===== config.mk =====
export PLATFORM = sky130hd
export DESIGN_NAME = interrupt_sequencer
export DESIGN_NICKNAME = d
export VERILOG_FILES = /design/src/rtl/int_seq_pkg.sv /design/src/rtl/nmi_edge_detect.sv /design/src/rtl/interrupt_sequencer.sv
export SDC_FILE = /design/constraint.sdc
export NUM_CORES = 1
export LEC_CHECK = 0
export BUFFER_PORTS_ARGS = -buffer_cell sky130_fd_sc_hd__buf_4
export CAP_MARGIN = 0
export CORE_ASPECT_RATIO = 0.5
export CORE_MARGIN = 5
export CORE_UTILIZATION = 50
export CTS_BUF_LIST = sky130_fd_sc_hd__clkbuf_8
export DETAILED_ROUTE_END_ITERATION = 16
export PLACE_DENSITY_LB_ADDON = 0.3
export SLEW_MARGIN = 20
export SYNTH_ARGS = -nofsm -noshare
export SYNTH_HDL_FRONTEND = slang
export SYNTH_SLANG_ARGS = --single-unit

===== constraint.sdc =====
create_clock -name clk_i -period 2.8 [get_ports clk_i]
set_clock_uncertainty 0.2 [all_clocks]
set_input_delay 0.7 -clock clk_i [delete_from_list [all_inputs] [get_ports clk_i]]
set_output_delay 0.7 -clock clk_i [all_outputs]
set_load 0.1 [all_outputs]

===== src/rtl/int_seq_pkg.sv =====
// Shared types and constants for the 6502 interrupt sequencer: FSM states,
// serviced-source and stack-source encodings, and the default vector addresses.
package int_seq_pkg;

  typedef enum logic [2:0] {
    ST_IDLE     = 3'd0,
    ST_T1       = 3'd1,
    ST_PUSH_PCH = 3'd2,
    ST_PUSH_PCL = 3'd3,
    ST_PUSH_P   = 3'd4,
    ST_VEC_LO   = 3'd5,
    ST_VEC_HI   = 3'd6
  } state_e;

  typedef enum logic [1:0] {
    SRC_BRK = 2'b00,
    SRC_IRQ = 2'b01,
    SRC_NMI = 2'b10,
    SRC_RES = 2'b11
  } src_e;

  localparam logic [1:0] SEL_PCH = 2'b00;
  localparam logic [1:0] SEL_PCL = 2'b01;
  localparam logic [1:0] SEL_P   = 2'b10;

  localparam logic [15:0] VECTOR_NMI_DEFAULT = 16'hFFFA;
  localparam logic [15:0] VECTOR_RES_DEFAULT = 16'hFFFC;
  localparam logic [15:0] VECTOR_IRQ_DEFAULT = 16'hFFFE;

  function automatic logic [15:0] vector_base(input src_e src,
                                              input logic [15:0] vec_nmi,
                                              input logic [15:0] vec_res,
                                              input logic [15:0] vec_irq);
    case (src)
      SRC_NMI: return vec_nmi;
      SRC_RES: return vec_res;
      default: return vec_irq;
    endcase
  endfunction

endpackage


===== src/rtl/nmi_edge_detect.sv =====
// Falling-edge detector for the NMI line, sampled on CPU cycle enables.
// A new edge sets the pending flag even when a clear is requested in the same cycle.
module nmi_edge_detect (
  input  logic clk_i,
  input  logic rst_ni,
  input  logic phi_en_i,
  input  logic nmi_ni,
  input  logic clr_i,
  output logic pending_o
);

  logic prev_q;
  logic pending_q;

  // NOTE: state registers use non-blocking assignments so every flop samples
  // the pre-edge values, independent of statement order.
  always_ff @(posedge clk_i or negedge rst_ni) begin
    if (!rst_ni) begin
      prev_q    <= 1'b1;
      pending_q <= 1'b0;
    end else if (phi_en_i) begin
      prev_q <= nmi_ni;
      if (prev_q && !nmi_ni) begin
        pending_q <= 1'b1;
      end else if (clr_i) begin
        pending_q <= 1'b0;
      end
    end
  end

  assign pending_o = pending_q;

endmodule


===== src/rtl/interrupt_sequencer.sv =====
// 6502 interrupt arbitration and 7-cycle entry sequencer (RES > NMI > IRQ > BRK).
// Define INT_SEQ_NMI_HIJACK_EN to let an NMI arriving in T1..PUSH_P take over an IRQ/BRK entry.
module interrupt_sequencer
  import int_seq_pkg::*;
#(
  parameter logic [15:0] VECTOR_NMI = VECTOR_NMI_DEFAULT,
  parameter logic [15:0] VECTOR_RES = VECTOR_RES_DEFAULT,
  parameter logic [15:0] VECTOR_IRQ = VECTOR_IRQ_DEFAULT
) (
  input  logic        clk_i,
  input  logic        rst_ni,
  input  logic        phi_en_i,
  input  logic        sync_i,
  input  logic        brk_decode_i,
  input  logic        irq_ni,
  input  logic        nmi_ni,
  input  logic        i_flag_i,
  output logic        force_brk_o,
  output logic        int_busy_o,
  output logic        push_en_o,
  output logic [1:0]  stack_sel_o,
  output logic        b_flag_o,
  output logic        vec_rd_o,
  output logic [15:0] vector_addr_o,
  output logic        set_i_o,
  output logic [1:0]  int_src_o
);

  state_e      state_q, state_d;
  src_e        src_q, src_d;
  logic        brk_q, brk_d;
  logic [15:0] base_q, base_d;
  logic        res_pending_q, res_pending_d;
  logic        nmi_pending, nmi_clr, irq_req, force_brk;

  logic        busy_q, busy_d;
  logic        push_q, push_d;
  logic [1:0]  sel_q, sel_d;
  logic        bflag_q, bflag_d;
  logic        vrd_q, vrd_d;
  logic [15:0] vaddr_q, vaddr_d;
  logic        seti_q, seti_d;

  nmi_edge_detect u_nmi_edge (
    .clk_i    (clk_i),
    .rst_ni   (rst_ni),
    .phi_en_i (phi_en_i),
    .nmi_ni   (nmi_ni),
    .clr_i    (nmi_clr),
    .pending_o(nmi_pending)
  );

  assign irq_req = !irq_ni && !i_flag_i;

  // NOTE: every signal written here gets a default first, so no path through
  // the block leaves one unassigned and no latch is inferred.
  always_comb begin
    state_d       = state_q;
    src_d         = src_q;
    brk_d         = brk_q;
    base_d        = base_q;
    res_pending_d = res_pending_q;
    nmi_clr       = 1'b0;
    force_brk     = 1'b0;

    if (phi_en_i) begin
`ifdef INT_SEQ_NMI_HIJACK_EN
      if ((state_q inside {ST_T1, ST_PUSH_PCH, ST_PUSH_PCL, ST_PUSH_P}) && nmi_pending &&
          (src_q inside {SRC_BRK, SRC_IRQ})) begin
        src_d = SRC_NMI;
      end
`endif
      case (state_q)
        ST_IDLE: begin
          if (sync_i) begin
            if (res_pending_q) begin
              src_d     = SRC_RES;
              force_brk = 1'b1;
            end else if (nmi_pending) begin
              src_d     = SRC_NMI;
              force_brk = 1'b1;
            end else if (irq_req) begin
              src_d     = SRC_IRQ;
              force_brk = 1'b1;
            end else if (brk_decode_i) begin
              src_d = SRC_BRK;
            end
            if (force_brk || brk_decode_i) begin
              state_d = ST_T1;
              brk_d   = !force_brk;
            end
          end
        end
        ST_T1:       state_d = ST_PUSH_PCH;
        ST_PUSH_PCH: state_d = ST_PUSH_PCL;
        ST_PUSH_PCL: state_d = ST_PUSH_P;
        ST_PUSH_P: begin
          state_d = ST_VEC_LO;
          base_d  = vector_base(src_d, VECTOR_NMI, VECTOR_RES, VECTOR_IRQ);
        end
        ST_VEC_LO: begin
          state_d = ST_VEC_HI;
          nmi_clr = (src_q == SRC_NMI);
          if (src_q == SRC_RES) res_pending_d = 1'b0;
        end
        ST_VEC_HI:   state_d = ST_IDLE;
        default:     state_d = ST_IDLE;
      endcase
    end

    // Outputs are decoded from the next state and registered with it.
    busy_d  = (state_d != ST_IDLE);
    push_d  = (state_d inside {ST_PUSH_PCH, ST_PUSH_PCL, ST_PUSH_P}) && (src_d != SRC_RES);
    sel_d   = (state_d == ST_PUSH_PCL) ? SEL_PCL :
              (state_d == ST_PUSH_P)   ? SEL_P   : SEL_PCH;
    bflag_d = (state_d == ST_PUSH_P) && brk_d;
    vrd_d   = (state_d inside {ST_VEC_LO, ST_VEC_HI});
    seti_d  = (state_d == ST_VEC_LO);
    vaddr_d = (state_d == ST_VEC_LO) ? base_d :
              (state_d == ST_VEC_HI) ? base_d + 16'd1 : vaddr_q;
  end

  // NOTE: the asynchronous reset drops the sequencer back to its idle/RES-pending
  // state immediately, even mid-sequence and without a clock.
  always_ff @(posedge clk_i or negedge rst_ni) begin
    if (!rst_ni) begin
      state_q       <= ST_IDLE;
      src_q         <= SRC_RES;
      brk_q         <= 1'b0;
      base_q        <= VECTOR_RES;
      res_pending_q <= 1'b1;
      busy_q        <= 1'b0;
      push_q        <= 1'b0;
      sel_q         <= SEL_PCH;
      bflag_q       <= 1'b0;
      vrd_q         <= 1'b0;
      vaddr_q       <= VECTOR_RES;
      seti_q        <= 1'b0;
    end else if (phi_en_i) begin
      state_q       <= state_d;
      src_q         <= src_d;
      brk_q         <= brk_d;
      base_q        <= base_d;
      res_pending_q <= res_pending_d;
      busy_q        <= busy_d;
      push_q        <= push_d;
      sel_q         <= sel_d;
      bflag_q       <= bflag_d;
      vrd_q         <= vrd_d;
      vaddr_q       <= vaddr_d;
      seti_q        <= seti_d;
    end
  end

  assign force_brk_o   = force_brk;
  assign int_busy_o    = busy_q;
  assign push_en_o     = push_q;
  assign stack_sel_o   = sel_q;
  assign b_flag_o      = bflag_q;
  assign vec_rd_o      = vrd_q;
  assign vector_addr_o = vaddr_q;
  assign set_i_o       = seti_q;
  assign int_src_o     = src_q;

endmodule

==> summary.md, run 1 <==
| Metric | Value |
|---|---|
| Worst path arrival time | ~1700 ps |
| First-pass GRT wire length | ~8.9 mm |
| Async set-or-reset flop fraction in the synthesized netlist | 100% |
| Root Driver | clkbuf_8 |
| Vias | 1713 |
| Via density per instance | approximately 5.5 |
| Critical path required time | 1900 ps |
| Reg2Reg Depth | 8 |
| Area grow syn2layout | 18.6% |
| CP bufs+invs | 1 |
| Largest net degree at the start of global routing | 49 |
| Worst-Skew Late Latency | between 300 and 400 ps |
| Final period util | 92.9% |
| Clk buf depth | 2 |
| Min Clock Period, post-route | around 2600 ps |
| R2R Setup Slk | about 490 ps |
| Mapped Nets | approximately 230 |
| I/O Buffers | 33 |
| Yosys warns | 0 |
| Slowest Stage Delay on Critical Path | ~510 ps |
| Grt ovf | 0 |
| Unrepaired setup endpoints after global routing | false |
| Post-synth EDFFs | 0 |
| Critical path peak fanout | 11 |
| Die W | about 110 µm |
| Fmax | approximately 0.38 GHz |
| Setup tns final | 0 ps |
| Met3 routed WL | ~290 µm |
| Initial core utilization | between 50% and 60% |
| Slowest CP cell | dfrtp_1 |
| H-Tree Depth | 2 |
| Most common cell after layout, fill and taps aside | buf_4 |
| Initial antenna violation count | 0 |
| Number of cell rows | 17 |
| Commonest cells after routing, fill and taps aside | buf_4 (38), dfstp_2 (32), nand2_1 (21), nor2_1 (17), dfrtp_1 (16) |
| Vias in the first global route | 1804 |
| Max_cap viols | 0 |
| Routed wl met2 | roughly 2.3 mm |
| Hold Fails Final Rpt | 0 |
| Yosys cell types | 50 |
| Gr usage total | 18.1% |
| Top Metal Used | met4 |
| Core Region | 0.00445 mm² |
| Setup crit end kind | output port |
| Initial DRC count | between 50 and 60 |
| Top Family by Delay on Critical Path | simple AND/OR/NAND/NOR gates |
| CTS tree | done |
| Cells after synthesis | approximately 220 |
| Status | finished clean |
| DP Wirelength | 3.57 mm |
| Synth Cell Area | around 0.0023 mm² |
| Post-synthesis average cell area | about 11 µm² |
| RR Startpoint | state_q[1]$_DFFE_PN0P_ |
| Hold Path Class | in -> async |
| Layout cell share with drive strength beyond 1 | approximately two fifths |
| Seq/Total Area, Yosys | between 50% and 60% |
| Post-CTS Repair Setup Buffers | 0 |
| Ports | 34 |
| Remaining routing DRC violations | 0 |
| Clock slew at reported path FFs | approximately 80 ps |
| Worst setup SP type | register |
| Antenna Nets Post-Route | 0 |
| Hold_buf cts | 0 |
| Synth Flop Type | dfstp_2 |
| Crit path kind | reg -> out |
| Final GP Congestion | approximately 0.76 |
| Drt total wl | about 5 mm |
| Wire per inst | ~16 µm |
| Number of CTS-inserted buffers | 5 |
| Antenna diode instance count | 0 |
| Die H | around 58 µm |
| Slew Limit Fails | 0 |
| Crit path cell chain | nor2_2 > nand3_1 > nor2b_2 > buf_4 |
| Final net count | 261 |
| Seq cells post-synth | 48 |
| Slew HR | approximately three fifths |
| Clock sink total | 48 |
| Slew @ Worst Pin | 613 ps |
| Reg2reg end | vector_addr_o[12]$_DFFE_PN1P_ |
| Resized Gates After CTS | 0 |
| M1 WL | ~2.4 mm |
| Full die area | a little over 0.006 mm² |
| Drt first pass iters | 4 |
| Final count of negative-setup-slack endpoints | 0 |
## stage by stage
stage | hold slack (ps) | cell area, µm² | setup WS (ps) | utilization (%) | instances
3_5_place_dp | 253 | 2610 | 268 | 58.8 | 302
5_1_grt | 235 | 2750 | 53.6 | 61.8 | 310
6_report | 197 | 2750 | 200 | 61.8 | 310
2_1_floorplan | 204 | 2320 | 53.9 | - | 217
3_3_place_gp | 251 | 2610 | 285 | 58.8 | 302
4_1_cts | 216 | 2750 | 186 | 61.8 | 310
## cell usage after synthesis (all sizes together) (2+ instances only)
master,number,area (µm²)
and3,2,12.5
o211a,3,30.0
a21o,6,45.0
nand4,4,25.0
dfstp,32,841
mux2i,3,30.0
nor4,3,18.8
o22a,3,26.3
mux2,2,22.5
a211oi,2,15.0
inv,6,22.5
a31oi,5,31.3
dfrtp,16,400
or2,13,81.3
nor2b,7,51.3
xnor2,6,52.6
o21ai,15,78.8
nand3,5,25.0
o2111ai,3,26.3
nor2,18,70.1
clkbuf,2,7.51
buf,8,53.8
a22o,2,18.8
nor3,4,25.0
o2bb2ai,3,26.3
xor2,7,61.3
nand2b,2,12.5
nand2,21,78.8
o21a,2,15.0
## worst register-to-register path, cell delays in order (launching register included)
cell and delay (ps):
dfrtp_1 520, and4bb_2 400, nor2_1 60, a31oi_1 220, ha_1 210, o211a_1 230, o21ai_2 110, o21ai_1 150
o211a_1 160
## logic make-up (layout without fill, tap and decap cells)
group                    after synthesis  after routing  synth area share (%)
adder cells (fa/ha/maj)                1              1                 0.540
buffers and inverters                 16             52                  3.62
flip-flops                            48             48                  53.6
XOR/XNOR                              13             13                  4.92
AND/OR/NAND/NOR                       83             83                  19.1
multiplexers                           5              5                  2.27
AO/OA/AOI/OAI                         51             51                  15.9
## worst max path at each step
stage | from | endpoint | cells past startpoint
after floorplan | phi_en_i | force_brk_o | 3
after global placement | phi_en_i | force_brk_o | 5
after detailed placement | phi_en_i | force_brk_o | 5
after CTS | state_q[2]$_DFFE_PN0P_ | force_brk_o | 4
after global routing | state_q[2]$_DFFE_PN0P_ | force_brk_o | 4
final | state_q[2]$_DFFE_PN0P_ | force_brk_o | 4
## metal layers
metal	up-vias	global-route usage, %
li1	835	-
met1	829	24.9
met2	41	28.1
met3	8	4.78
met4	0	6.09
met5	-	0
## sequential cells by signal, summed over array words and instances, names as in the netlist, 2 cells and up
| register | count |
|---|---|
| base_q | 16 |
| int_src_o | 2 |
| stack_sel_o | 2 |
| state_q | 3 |
| vector_addr_o | 16 |
## cell type report
type                       instances  area, µm²
clock buffer                       5       68.8
clock inverter                     3       63.8
fill                             360       1700
inverter                           6       22.5
multi-input combinational        153        992
sequential                        48       1240
tap                               57       71.3
timing repair buffer              38        285
Power of run 1 is not shown: default switching activity piles up to over one toggle a cycle in this logic, so the estimate is an artifact.
==> inputs of run 2 (changes only) <==
--- a/config.mk
+++ b/config.mk
@@ -5,6 +5,7 @@
 export SDC_FILE = /design/constraint.sdc
 export NUM_CORES = 1
 export LEC_CHECK = 0
+export ABC_AREA = 1
 export BUFFER_PORTS_ARGS = -buffer_cell sky130_fd_sc_hd__buf_4
 export CAP_MARGIN = 0
 export CORE_ASPECT_RATIO = 0.5
==> run 2 against run 1 <==
Critical path type unchanged. Die area rose by 6.4%. Largest cell class unchanged. Routed wire length rose by 6.9%. Synthesized area rose by 7.4%. Cell count rose by 32%. Non-clock buffer count fell by 2. Flip-flop and latch count did not move. Register-to-register slack got worse by 110 ps.
==> summary.md, run 2 <==
| Metric | Value |
|---|---|
| Async set-or-reset flop fraction in the synthesized netlist | 100% (unchanged) |
| Die W | 110 µm (+3.3%) |
| H-Tree Depth | 2 (unchanged) |
| Wire per inst | 13.2 µm (-19%) |
| Mux share of post-synthesis cell area | 0% (-2.3 points) |
| Post-Synth XOR/XNOR Area | 0.705% (-4.2 points) |
| Compound-Gate Fraction of Synth Area | 8.06% (-7.8 points) |
| Synth Area in Adders | 0.504% (-0.037 points) |
| Hold_buf cts | 0 (unchanged) |
| Slew Limit Fails | 0 (unchanged) |
| Top cell type by total area after synthesis | dfstp_2 |
| Final GP Congestion | 0.865 (+14%) |
| Number of CTS-inserted buffers | 5 (unchanged) |
| Max_cap viols | 0 (unchanged) |
| Grt ovf | 0 (unchanged) |
| Gr usage total | 18.0% (-0.15 points) |
| Slew HR | 59.8% (+0.71 points) |
| Core Region | 0.00486 mm² (+9.4%) |
| Most common cell in the netlist | nand2_1 |
| Antenna Nets Post-Route | 0 (unchanged) |
| Critical path peak fanout | 7 (-4) |
| Largest family of logic cells by synthesized area | simple AND/OR/NAND/NOR gates |
| Unrepaired setup endpoints after global routing | false |
| Yosys cell types | 35 (-30%) |
| Setup crit end kind | output port |
| Vias | 2089 (+22%) |
| Worst-Skew Late Latency | 300 ps (about the same) |
| Critical path required time | 1900 ps (about the same) |
| Slew @ Worst Pin | 603 ps (-10.7 ps) |
| Synth Cell Area | 0.00248 mm² (+7.4%) |
| Top cells by area, synth | dfstp_2 (34%), dfrtp_1 (16%), nand2_1 (14%), nand3_1 (7.3%), inv_1 (6.6%) |
| Ports | 34 (unchanged) |
| Reg2Reg Depth | 14 (+6) |
| Resized Gates After CTS | 0 (unchanged) |
| Hold WS | 215 ps (+18.1 ps) |
| Synth Flop Type | dfstp_2 |
| Seq/Total Area, Yosys | 49.9% (-3.7 points) |
| Largest net degree at the start of global routing | 49 (unchanged) |
| Hold Path Class | in -> async |
| Worst setup SP type | register |
| Crit path kind | reg -> out |
| Antenna diode instance count | 0 (unchanged) |
| I/O Buffers | 33 (unchanged) |
| Status | finished clean |
| Initial core utilization | 51.1% (-0.99 points) |
| Synth Area in Simple Gates | 31.1% (+12 points) |
| Layout cell share with drive strength beyond 1 | 29.3% (-9.8 points) |
| Initial DRC count | 143 (+160%) |
| DP Wirelength | 3.88 mm (+8.8%) |
| Clock sink total | 48 (unchanged) |
| Number of cell rows | 18 (+1) |
| Fmax | 0.377 GHz (-2.1%) |
| Remaining routing DRC violations | 0 (unchanged) |
| Seq cells post-synth | 48 (unchanged) |
| Post-synthesis average cell area | 8.20 µm² (-23%) |
| Final count of negative-setup-slack endpoints | 0 (unchanged) |
| Final period util | 94.9% (+2.0 points) |
| First-pass GRT wire length | 9.25 mm (+4.4%) |
| Cells after synthesis | 303 (+40%) |
| Mapped Nets | 312 (+38%) |
| Final instance area | 0.00287 mm² (+4.6%) |
| Yosys warns | 0 (unchanged) |
| CTS tree | done |
| Post-synth top area share | 33.8% (-2.5 points) |
| Post-Place Cell Area | 0.00278 mm² (+6.5%) |
| Via density per instance | 5.12 (-7.3%) |
| Post-synth EDFFs | 0 (unchanged) |
| Clock slew at reported path FFs | 90 ps (about the same) |
| Clk buf depth | 2 (unchanged) |
| Area grow syn2layout | 15.6% |
| Commonest cells after routing, fill and taps aside | nand2_1 (91), inv_1 (46), nand3_1 (36), buf_4 (36), dfstp_2 (32) |
| Min Clock Period, post-route | 2660 ps (+55.7 ps) |
| Drt first pass iters | 4 (unchanged) |
| Initial antenna violation count | 0 (unchanged) |
| Post-CTS Repair Setup Buffers | 0 (unchanged) |
| Full die area | 0.00657 mm² (+6.4%) |
| Worst path arrival time | 1760 ps (+60 ps) |
| Final net count | 346 (+33%) |
| Hold Fails Final Rpt | 0 (unchanged) |
| Drt total wl | 5.37 mm (+6.9%) |
| Setup tns final | 0 ps (unchanged) |
| Die H | 59.9 µm (+3.0%) |
| Synth cell count leaders | nand2_1 (91), inv_1 (44), nand3_1 (36) |
| Root Driver | clkbuf_8 |
| Most common cell after layout, fill and taps aside | nand2_1 |
| Vias in the first global route | 2049 (+14%) |
-- run 2: cell count changes after synthesis, moves of 11 or more --
cell	change
inv_1	+38
nand2_1	+70
nand3_1	+31
or2_2	-11
-- run 2: stage by stage --
stage / setup slack (ps) / cells / utilization (%)
after floorplan: 44.1 / 303 / -
after global placement: 160 / 400 / 57.2
after detailed placement: 128 / 400 / 57.2
after CTS: 134 / 408 / 59.1
after global routing: 4.64 / 408 / 59.1
final: 144 / 408 / 59.1
-- run 2: worst paths after layout --
path,startpoint,to,slack [ps]
min,rst_ni,stack_sel_o[0]$_DFFE_PN0P_,220
max reg2reg,state_q[1]$_DFFE_PN0P_,vector_addr_o[14]$_DFFE_PN1P_,380
max,state_q[2]$_DFFE_PN0P_,force_brk_o,140
min reg2reg,vector_addr_o[15]$_DFFE_PN1P_,vector_addr_o[15]$_DFFE_PN1P_,270
min in group clk_i,vector_addr_o[15]$_DFFE_PN1P_,vector_addr_o[15]$_DFFE_PN1P_,270
max in group asynchronous,rst_ni,base_q[3]$_DFFE_PN1P_,1790
-- run 2: worst max-delay path: stages (launching register included) --
cell and delay, ps:
dfrtp_1 490, inv_2 140, nand2_1 70, nor2_2 140
nand2_1 130, a21oi_2 160, buf_4 310
-- run 2: cell type report --
class | count | area (µm²)
well taps | 70 | 87.6
clock buffers | 6 | 82.6
clock inverters | 2 | 7.51
multi-input cells | 199 | 1010
flip-flops and latches | 48 | 1240
inverters | 47 | 176
fillers | 455 | 1990
repair buffers | 36 | 270
-- run 2: kinds of logic after synthesis --
logic type,after synthesis
adders and majority gates,1
AOI/OAI and AO/OA,31
xor gates and xnor gates,2
buffers and inverters,56
DFF,48
and+or+nand+nor,165
-- run 2: routing by layer --
layer / share of wire [%] / track usage (%)
met1: 45 / 23.7
met2: 49 / 30.1
met3: 4.8 / 3.88
met4: 1.2 / 5.51
met5: 0 / 0
Power of run 2 is left out for the same reason.
==> inputs of run 3 (changes only) <==
--- a/config.mk
+++ b/config.mk
@@ -8,7 +8,7 @@
 export ABC_AREA = 1
 export BUFFER_PORTS_ARGS = -buffer_cell sky130_fd_sc_hd__buf_4
 export CAP_MARGIN = 0
-export CORE_ASPECT_RATIO = 0.5
+export CORE_ASPECT_RATIO = 2
 export CORE_MARGIN = 5
 export CORE_UTILIZATION = 50
 export CTS_BUF_LIST = sky130_fd_sc_hd__clkbuf_8
@@ -17,4 +17,5 @@
 export SLEW_MARGIN = 20
 export SYNTH_ARGS = -nofsm -noshare
 export SYNTH_HDL_FRONTEND = slang
+export SYNTH_HIERARCHICAL = 1
 export SYNTH_SLANG_ARGS = --single-unit
==> constraint.sdc (replaced) <==
create_clock -name clk_i -period 2.5 [get_ports clk_i]
set_clock_uncertainty 0.2 [all_clocks]
set_input_delay 0.625 -clock clk_i [delete_from_list [all_inputs] [get_ports clk_i]]
set_output_delay 0.625 -clock clk_i [all_outputs]
set_load 0.1 [all_outputs]
==> run 3 against run 2 <==
First-iteration DRC count down 55%. Cell count up 8.1%. Non-clock buffer count up 7. Setup slack worse by 16 ps. Register-to-register slack worse by 120 ps.
==> summary.md, run 3 <==
| Metric | Value |
|---|---|
| CTS tree | done |
| Initial antenna violation count | 0 (unchanged) |
| Critical path required time | 1670 ps (-230 ps) |
| Min Clock Period, post-route | ~2400 ps |
| Clk buf depth | 2 (unchanged) |
| Hold Path Class | in -> async |
| First-pass GRT wire length | 9.41 mm (+1.8%) |
| Slew Limit Fails | 0 (unchanged) |
| Worst-Skew Late Latency | 300 ps (about the same) |
| Mapped Nets | 349 (+12%) |
| Full die area | 0.00687 mm² (+4.6%) |
| Root Driver | clkbuf_8 |
| Synth Cell Area | 0.00262 mm² (+5.3%) |
| RR Startpoint | state_q[1]$_DFFE_PN0P_ |
| Seq/Total Area, Yosys | 47.4% (-2.5 points) |
| Seq cells post-synth | 48 (unchanged) |
| Post-synth top area share | 32.1% (-1.7 points) |
| Remaining routing DRC violations | 0 (unchanged) |
| Initial DRC count | 64 (-55%) |
| Antenna Nets Post-Route | 0 (unchanged) |
| Antenna diode instance count | 0 (unchanged) |
| Final period util | a little over nine tenths |
| Clock sink total | 48 (unchanged) |
| Final count of negative-setup-slack endpoints | 0 (unchanged) |
| Worst path arrival time | 1550 ps (-210 ps) |
| H-Tree Depth | 2 (unchanged) |
| Status | finished clean |
| Top cells by area, synth | dfstp_2 (32%), nand2_1 (19%), dfrtp_1 (15%), inv_1 (6.5%), nand3_1 (5.4%) |
| Synth Flop Type | dfstp_2 |
| Hold Fails Final Rpt | 0 (unchanged) |
| Max_cap viols | 0 (unchanged) |
| Filler cells | 481 (+5.7%) |
| Post-synthesis average cell area | 7.69 µm² (-6.2%) |
| Core Region | 0.00514 mm² (+5.6%) |
| Layout cell share with drive strength beyond 1 | 27.9% (-1.4 points) |
| Vias in the first global route | 2204 (+7.6%) |
| Initial core utilization | 50.9% (-0.17 points) |
| Largest net degree at the start of global routing | 49 (unchanged) |
| Post-CTS Repair Setup Buffers | 0 (unchanged) |
| Post-synth EDFFs | 0 (unchanged) |
| Vias | 2186 (+4.6%) |
| Clock slew at reported path FFs | 90 ps (about the same) |
| Drt first pass iters | 4 (unchanged) |
| Crit path kind | reg -> out |
| Top Family by Delay on Critical Path | flip-flops |
| Cells after synthesis | 340 (+12%) |
| Setup crit end kind | output port |
| Number of cell rows | 37 (+19) |
| Gr usage total | 17.8% (-0.16 points) |
| Yosys warns | 6 (+6) |
| Area grow syn2layout | 16.5% |
| Grt ovf | 0 (unchanged) |
| Crit path cell chain | inv_2 > nand2_2 > nor2_4 > nand2_1 > nor2_4 > buf_6 |
| Critical path peak fanout | 5 (-2) |
| CP bufs+invs | 2 (unchanged) |
| Number of CTS-inserted buffers | 5 (unchanged) |
| Yosys cell types | 32 (-8.6%) |
| Unrepaired setup endpoints after global routing | false |
| Slew @ Worst Pin | 584 ps (-18.6 ps) |
| Fmax | between 0.4 and 0.5 GHz |
| CP Launch Point | state_q[2]$_DFFE_PN0P_ |
| Worst setup SP type | register |
| I/O Buffers | 33 (unchanged) |
| Slowest CP cell | dfrtp_1 |
| Top cell type by total area after synthesis | dfstp_2 |
| Most common cell after layout, fill and taps aside | nand2_1 |
| Most common cell in the netlist | nand2_1 |
| Final GP Congestion | 0.875 (+1.2%) |
| Top cell by count, worst path | nor2_4 |
| DP Wirelength | 4.27 mm (+10%) |
| Async set-or-reset flop fraction in the synthesized netlist | 100% (unchanged) |
| Wire per inst | 12.4 µm (-5.8%) |
| Setup tns final | 0 ps (unchanged) |
| Die H | 112 µm (+88%) |
| Final net count | 391 (+13%) |
| Commonest cells after routing, fill and taps aside | nand2_1 (129), inv_1 (45), buf_4 (42), dfstp_2 (32), nand3_1 (28) |
| Ports | 34 (unchanged) |
| Die W | 61.2 µm (-44%) |
| Via density per instance | 4.96 (-3.2%) |
| Synth cell count leaders | nand2_1 (129), inv_1 (45), dfstp_2 (32) |
| Drt total wl | 5.47 mm (+1.8%) |
| Slowest Stage Delay on Critical Path | 480 ps (about the same) |
| Slew HR | 61.1% (+1.2 points) |
run 3: cell count changes in the layout (fill, tap and decap cells not counted), moves of 4 or more:
cell,delta
nand2_1,+38
nor2_1,+9
nand3_1,-8
buf_4,+6
nand2_4,+4
nor2_2,-4
o21ai_0,+4
run 3: worst paths after layout:
check	to	slack, ps	cells past startpoint
hold reg to reg	u_nmi_edge/prev_q$_DFFE_PN1P_	260	2
setup / recovery	force_brk_o	130	6
hold / removal	u_nmi_edge/pending_o$_DFFE_PN0P_	120	1
min in group clk_i	u_nmi_edge/prev_q$_DFFE_PN1P_	260	2
max in group asynchronous	base_q[6]$_DFFE_PN1P_	1580	1
setup reg to reg	vector_addr_o[12]$_DFFE_PN1P_	260	10
run 3: final cells by class:
class	instances	area, µm²	area share [%]
Clock buffer	6	82.6	2.71
Clock inverter	2	10.0	0.329
Inverter	50	190	6.24
Multi-Input combinational cell	234	1120	36.9
Sequential cell	48	1240	40.7
Tap cell	58	72.6	2.38
Timing Repair Buffer	43	327	10.7
run 3: logic make-up after synthesis:
logic type	share of synthesized area [%]
simple gates	34.9
buf+inv	9.90
flops	47.4
compound gates	5.93
xor+xnor	1.34
fa+ha+maj	0.478
run 3: repair_timing:
action                     CTS  global route
setup endpoints to repair    0             1
hold buffers                 0             0
gates resized for setup      0             1
run 3: layer usage:
layer  vias to the layer above  global-route usage [%]  wire (µm)
met1                      1012                    19.2       2000
met3                        13                    3.11        175
met4                         0                    9.12        204
li1                       1129                       -          -
met5                         -                       0          0
met2                        32                    31.3       3090
run 3: through the flow:
step | worst slack [ps] | instances | utilization [%] | hold slack (ps) | area (µm²)
3_5_place_dp | 47.4 | 433 | 57.4 | 252 | 2950
3_3_place_gp | 105 | 433 | 57.4 | 248 | 2950
4_1_cts | 58.9 | 441 | 59.2 | 139 | 3040
6_report | 128 | 441 | 59.3 | 116 | 3050
5_1_grt | 23.1 | 441 | 59.3 | 166 | 3050
2_1_floorplan | 112 | 340 | - | 129 | 2620
Power of run 3 is left out for the same reason.
